<file path="src/rtl/regfile_cmd_ctrl_if.sv">
// Command-sequencer bus: receive bytes in, register file access port,
// transmit handshake and status. The master side is the sequencer.
interface regfile_cmd_ctrl_if #(
  parameter int DATAWIDTH = 8,
  parameter int ADDR      = 4
);
  logic [DATAWIDTH-1:0] RX_P_DATA;
  logic                 RX_D_VLD;
  logic [ADDR-1:0]      Address;
  logic                 WrEn;
  logic                 RdEn;
  logic [DATAWIDTH-1:0] WrData;
  logic [DATAWIDTH-1:0] RdData;
  logic                 RdData_Valid;
  logic [DATAWIDTH-1:0] TX_P_DATA;
  logic                 TX_D_VLD;
  logic                 TX_BUSY;
  logic                 BUSY;
  logic                 CMD_ERR;

  modport master (
    input  RX_P_DATA, RX_D_VLD, RdData, RdData_Valid, TX_BUSY,
    output Address, WrEn, RdEn, WrData, TX_P_DATA, TX_D_VLD, BUSY, CMD_ERR
  );

  modport slave (
    output RX_P_DATA, RX_D_VLD, RdData, RdData_Valid, TX_BUSY,
    input  Address, WrEn, RdEn, WrData, TX_P_DATA, TX_D_VLD, BUSY, CMD_ERR
  );
endinterface

</file>
<file path="src/rtl/regfile_cmd_ctrl.sv">
// Byte-command sequencer owning the register file access port.
// Write frame: 0xAA, addr, data. Read frame: 0xBB, addr; read data is
// returned on the transmit handshake. All outputs are registered.
module regfile_cmd_ctrl #(
  parameter int DATAWIDTH  = 8,
  parameter int ADDR       = 4,
  parameter int RD_TIMEOUT = 4
) (
  input  logic               CLK,
  input  logic               RST,
  regfile_cmd_ctrl_if.master bus
);

  localparam logic [DATAWIDTH-1:0] CMD_WR = DATAWIDTH'(8'hAA);
  localparam logic [DATAWIDTH-1:0] CMD_RD = DATAWIDTH'(8'hBB);
  localparam int                   CW     = $clog2(RD_TIMEOUT + 1);
  localparam logic [CW-1:0]        TO_LAST = CW'(RD_TIMEOUT - 1);

  typedef enum logic [2:0] {
    IDLE,
    WR_ADDR,
    WR_DATA,
    WR_EXEC,
    RD_ADDR,
    RD_EXEC,
    RD_WAIT,
    TX_SEND
  } state_t;

  state_t        state;
  logic [CW-1:0] to_cnt;

  // Sequencer FSM; strobes default low and are raised on entry to the state
  // they belong to, so every output comes straight from a flop.
  always_ff @(posedge CLK) begin
    if (!RST) begin
      state        <= IDLE;
      to_cnt       <= '0;
      bus.Address  <= '0;
      bus.WrData   <= '0;
      bus.WrEn     <= 1'b0;
      bus.RdEn     <= 1'b0;
      bus.TX_P_DATA <= '0;
      bus.TX_D_VLD <= 1'b0;
      bus.BUSY     <= 1'b0;
      bus.CMD_ERR  <= 1'b0;
    end else begin
      bus.WrEn     <= 1'b0;
      bus.RdEn     <= 1'b0;
      bus.TX_D_VLD <= 1'b0;
      bus.CMD_ERR  <= 1'b0;

      // bytes arriving while an operation executes are dropped and flagged
      if (bus.RX_D_VLD && (state inside {WR_EXEC, RD_EXEC, RD_WAIT, TX_SEND}))
        bus.CMD_ERR <= 1'b1;

      case (state)
        IDLE: begin
          if (bus.RX_D_VLD) begin
            if (bus.RX_P_DATA == CMD_WR)
              state <= WR_ADDR;
            else if (bus.RX_P_DATA == CMD_RD)
              state <= RD_ADDR;
            else
              bus.CMD_ERR <= 1'b1;
          end
        end

        WR_ADDR: begin
          if (bus.RX_D_VLD) begin
            bus.Address <= bus.RX_P_DATA[ADDR-1:0];
            state       <= WR_DATA;
          end
        end

        WR_DATA: begin
          if (bus.RX_D_VLD) begin
            bus.WrData <= bus.RX_P_DATA;
            bus.WrEn   <= 1'b1;
            bus.BUSY   <= 1'b1;
            state      <= WR_EXEC;
          end
        end

        WR_EXEC: begin
          bus.BUSY <= 1'b0;
          state    <= IDLE;
        end

        RD_ADDR: begin
          if (bus.RX_D_VLD) begin
            bus.Address <= bus.RX_P_DATA[ADDR-1:0];
            bus.RdEn    <= 1'b1;
            bus.BUSY    <= 1'b1;
            state       <= RD_EXEC;
          end
        end

        RD_EXEC: begin
          to_cnt <= '0;
          state  <= RD_WAIT;
        end

        RD_WAIT: begin
          if (bus.RdData_Valid) begin
            bus.TX_P_DATA <= bus.RdData;
            state         <= TX_SEND;
          end else if (to_cnt == TO_LAST) begin
            bus.CMD_ERR <= 1'b1;
            bus.BUSY    <= 1'b0;
            state       <= IDLE;
          end else begin
            to_cnt <= to_cnt + CW'(1);
          end
        end

        TX_SEND: begin
          if (!bus.TX_BUSY) begin
            bus.TX_D_VLD <= 1'b1;
            bus.BUSY     <= 1'b0;
            state        <= IDLE;
          end
        end

        default: begin
          bus.BUSY <= 1'b0;
          state    <= IDLE;
        end
      endcase
    end
  end

endmodule

</file>
<file path="src/flat_wrapper.sv">
// flat-port wrapper written by rule: the top's interface ports become plain ports
module regfile_cmd_ctrl_flat 
#(
  parameter int DATAWIDTH  = 8,
  parameter int ADDR       = 4,
  parameter int RD_TIMEOUT = 4
)
  (CLK, RST, bus_RX_P_DATA, bus_RX_D_VLD, bus_RdData, bus_RdData_Valid, bus_TX_BUSY, bus_Address, bus_WrEn, bus_RdEn, bus_WrData, bus_TX_P_DATA, bus_TX_D_VLD, bus_BUSY, bus_CMD_ERR);
  regfile_cmd_ctrl_if #(.DATAWIDTH(DATAWIDTH), .ADDR(ADDR)) bus_i ();
  input  logic CLK;
  input  logic RST;
  input wire logic [$bits(bus_i.RX_P_DATA)-1:0] bus_RX_P_DATA;
  input wire logic [$bits(bus_i.RX_D_VLD)-1:0] bus_RX_D_VLD;
  input wire logic [$bits(bus_i.RdData)-1:0] bus_RdData;
  input wire logic [$bits(bus_i.RdData_Valid)-1:0] bus_RdData_Valid;
  input wire logic [$bits(bus_i.TX_BUSY)-1:0] bus_TX_BUSY;
  output wire logic [$bits(bus_i.Address)-1:0] bus_Address;
  output wire logic [$bits(bus_i.WrEn)-1:0] bus_WrEn;
  output wire logic [$bits(bus_i.RdEn)-1:0] bus_RdEn;
  output wire logic [$bits(bus_i.WrData)-1:0] bus_WrData;
  output wire logic [$bits(bus_i.TX_P_DATA)-1:0] bus_TX_P_DATA;
  output wire logic [$bits(bus_i.TX_D_VLD)-1:0] bus_TX_D_VLD;
  output wire logic [$bits(bus_i.BUSY)-1:0] bus_BUSY;
  output wire logic [$bits(bus_i.CMD_ERR)-1:0] bus_CMD_ERR;
  assign bus_i.RX_P_DATA = bus_RX_P_DATA;
  assign bus_i.RX_D_VLD = bus_RX_D_VLD;
  assign bus_i.RdData = bus_RdData;
  assign bus_i.RdData_Valid = bus_RdData_Valid;
  assign bus_i.TX_BUSY = bus_TX_BUSY;
  assign bus_Address = bus_i.Address;
  assign bus_WrEn = bus_i.WrEn;
  assign bus_RdEn = bus_i.RdEn;
  assign bus_WrData = bus_i.WrData;
  assign bus_TX_P_DATA = bus_i.TX_P_DATA;
  assign bus_TX_D_VLD = bus_i.TX_D_VLD;
  assign bus_BUSY = bus_i.BUSY;
  assign bus_CMD_ERR = bus_i.CMD_ERR;
  regfile_cmd_ctrl #(.DATAWIDTH(DATAWIDTH), .ADDR(ADDR), .RD_TIMEOUT(RD_TIMEOUT)) u_core (.CLK(CLK), .RST(RST), .bus(bus_i));
endmodule
</file>
<file path="config.mk">
export PLATFORM = sky130hd
export DESIGN_NAME = regfile_cmd_ctrl_flat
export DESIGN_NICKNAME = d
export VERILOG_FILES = /design/src/rtl/regfile_cmd_ctrl_if.sv /design/src/rtl/regfile_cmd_ctrl.sv /design/src/flat_wrapper.sv
export SDC_FILE = /design/constraint.sdc
export NUM_CORES = 1
export LEC_CHECK = 0
export ABC_AREA = 1
export CAP_MARGIN = 20
export CORE_AREA = 2 2 71 90
export DETAILED_ROUTE_END_ITERATION = 8
export DIE_AREA = 0 0 73 92
export GPL_TIMING_DRIVEN = 0
export SYNTH_ARGS = -nofsm -noshare
export SYNTH_HDL_FRONTEND = slang
export SYNTH_SLANG_ARGS = --single-unit
</file>
<file path="constraint.sdc">
create_clock -name CLK -period 1.7 [get_ports CLK]
set_clock_uncertainty 0.2 [all_clocks]
set_input_delay 0.51 -clock CLK [delete_from_list [all_inputs] [get_ports CLK]]
set_output_delay 0.51 -clock CLK [all_outputs]
set_load 0.03 [all_outputs]
</file>
==> flow_summary.yaml <==
synth:
  synth_area_leaders: "sky130_fd_sc_hd__dfxtp_1, sky130_fd_sc_hd__nand2_1, sky130_fd_sc_hd__nor2_1, sky130_fd_sc_hd__a21oi_1, sky130_fd_sc_hd__o21ai_0"
  synth_seq_cells: 31
  netlist.top_cell.by_area: "sky130_fd_sc_hd__dfxtp_1"
  synth_fp_nets: 216
  synth-seq-area-share_pct: 43.6
  netlist_instances: 193
  syn-mean-instance-area_um2: 7.37
  syn-cell-area_um2: 1420
  netlist.area_leader.share_pct: 43.6
  synth.lib_cells_used.distinct: 24
  synth_warnings: 0
setup_path:
  critPathKind: "reg2out"
  cp_num_buf_inv: 1
  cp_slowest_stage_delay_ps: 360
  worst-path-max-fanout: 2
  critPathArrivalTime_ps: 970
  critical-path-slowest-cell: "sky130_fd_sc_hd__clkdlybuf4s15_1"
  critPathCaptureType: "output pin"
  crit_path_start_kind: "flop"
  critPathRequiredTime_ps: 990
  worstPathCellList: "clkdlybuf4s15_1"
  crit_family: "buffers and inverters"
clock_tree:
  tritoncts_num_sinks: 31
  tritoncts: "yes"
  clock_latency_ps: 280
  clock_tree.root_cell: "sky130_fd_sc_hd__clkbuf_8"
  clock_path_buffers: 2
  cts_made_buffers: 5
  clk_pin_slew_ps: 60
  cts_hold_buffers: 0
  ctsHtreeMaxLevel: 2
outcome:
  outcome: "complete, no violations"
power:
  p_leak_uw: 0.000906
  power_density_nw_per_um2: 1160
  vdd.ir_drop.worst_mv: 0.589
  totalPowerFinal_uw: 2470
placed_design:
  instance_area_at_placement_um2: 1950
  hpwlAfterDp_mm: 2.48
  gpl.final_weighted_congestion: 0.810
  numPortBuffers: 44
sta:
  finalWorstPathRequiredPeriod_ps: 1680
  top_achievable_clock_speed_mhz: 597
  slew_violations: 0
  finalHoldViolations: 0
  max_slew_margin_pct: 68.8
  holdWs_ps: 262
  max_slew.worst_pin.slew_ps: 468
  setup-violations-final: 0
  finalCritPeriodShare_pct: 98.6
  totalNegativeSetupSlack_ps: 0
global_routing:
  grt_max_degree: 11
  track_usage_pct: 11.1
  grt_antenna_before_repair: 0
  grt_pass1_wl_mm: 5.80
  first_global_vias: 1262
  grt-ovfl-total: 0
route:
  route.antenna.remaining_nets: 0
  routed_wirelength_mm: 3.57
  detailroute.via_count: 1405
  post_drt_wl_per_cell_um: 11.3
  dr.pass1.iters: 4
  vias_per_cell: 4.43
  post-route-drc-count: 0
  drt_first_iter_violations: 40
floorplan:
  chipWidth_um: 73
  fp.coreArea_um2: 5970
  ioPinCount: 46
  design.die.area_um2: 6720
  initial_utilization_pct: 23.8
  num_rows: 32
  die_height_um: 92
finish:
  design.final.nets: 272
  antenna-diode-count: 0
  stdcell_area_um2: 2140
  post_route_cells_drive_above_1_share_pct: 28.1
  mostFrequentLayoutCell: "sky130_fd_sc_hd__nand2_1"
  area_growth_syn_to_layout_pct: 50.4
  layout.cells.most_common_list: "sky130_fd_sc_hd__nand2_1, sky130_fd_sc_hd__dfxtp_1, sky130_fd_sc_hd__nor2_1"
run:
  max_cap_violations: 0
min_path:
  holdCritPathClass: "reg2reg"
[cell families (layout without fill, tap and decap cells)]
logic type      count (synthesis)  after routing  synth area share (%)
compound gates                 39             39                  14.9
fa+ha+maj                       2              2                  1.76
simple gates                   98             98                  32.0
flops                          31             31                  43.6
buf+inv                        23             79                  7.74
[per-layer routing]
metal	vias to the layer above	global-route usage (%)	wire length (µm)	part of all wire, %
li1	741	-	-	-
met1	609	13.8	1610	45
met2	50	17.4	1640	46
met3	5	3.74	266	7.5
met4	0	4.17	54	1.5
met5	-	0	0	0
[report_power, final]
group	switching [µW]	internal (µW)	total, µW
clock	261	317	578
sequential	56.2	832	888
combinational	631	378	1010
total	948	1530	2470
[cells in the mapped netlist, drive strengths merged]
master and count:
nand4 4, o21ai 17, clkbuf 3, buf 3
nor4 1, dfxtp 31, inv 16, nor2 34
o22ai 1, clkinv 1, ha 2, nand3 11
a21oi 21, nand2 48
[worst reg2reg max path: cells and delay by family (launching register included)]
kind                       cells  cell delay [ps]
adders and majority gates      2              370
DFF                            1              330
and+or+nand+nor                3              300
buffers and inverters          2              220
AOI/OAI and AO/OA              1              150
[state kept, by name (all words and copies together), names as in the netlist]
signal	flops
u_core.to_cnt	3
u_core.bus.TX_D_VLD	1
u_core.bus.TX_P_DATA	8
u_core.bus.CMD_ERR	1
u_core.bus.BUSY	1
u_core.bus.Address	4
u_core.bus.RdEn	1
u_core.state	3
u_core.bus.WrEn	1
u_core.bus.WrData	8
[cell type report]
class / count / area [µm²]
Inverter: 17 / 63.8
Clock inverter: 1 / 5.00
Multi-Input combinational cell: 139 / 752
Sequential cell: 31 / 621
Timing Repair Buffer: 49 / 484
Buffer: 6 / 46.3
Clock buffer: 6 / 82.6
Fill cell: 648 / 3830
Tap cell: 68 / 85.1
[worst paths after layout]
kind,cells after the start,slack (ps),end,from
setup / recovery,1,20,bus_TX_P_DATA[2],u_core.bus.TX_P_DATA[2]$_SDFFE_PN0P_
hold / removal,2,260,u_core.bus.TX_P_DATA[4]$_SDFFE_PN0P_,u_core.bus.TX_P_DATA[4]$_SDFFE_PN0P_
setup reg to reg,8,80,u_core.to_cnt[2]$_SDFFE_PN0P_,u_core.to_cnt[0]$_SDFFE_PN0P_
hold reg to reg,2,260,u_core.bus.TX_P_DATA[4]$_SDFFE_PN0P_,u_core.bus.TX_P_DATA[4]$_SDFFE_PN0P_
[through the flow]
| step | util, % | instances | setup slack (ps) |
|---|---|---|---|
| after floorplan | - | 193 | 174 |
| after global placement | 32.7 | 305 | -408 |
| after detailed placement | 32.7 | 305 | -427 |
| after CTS | 34.5 | 312 | 1.39 |
| after global routing | 35.9 | 317 | -6.04 |
| final | 35.9 | 317 | 23.7 |
[timing repair]
action / 4_1_cts / 5_1_grt
setup endpoints to repair: 29 / 14
pin swaps: 1 / 6
buffers inserted: 0 / 5
gates resized for setup: 67 / 29
Power figures use the tool's default switching activity.
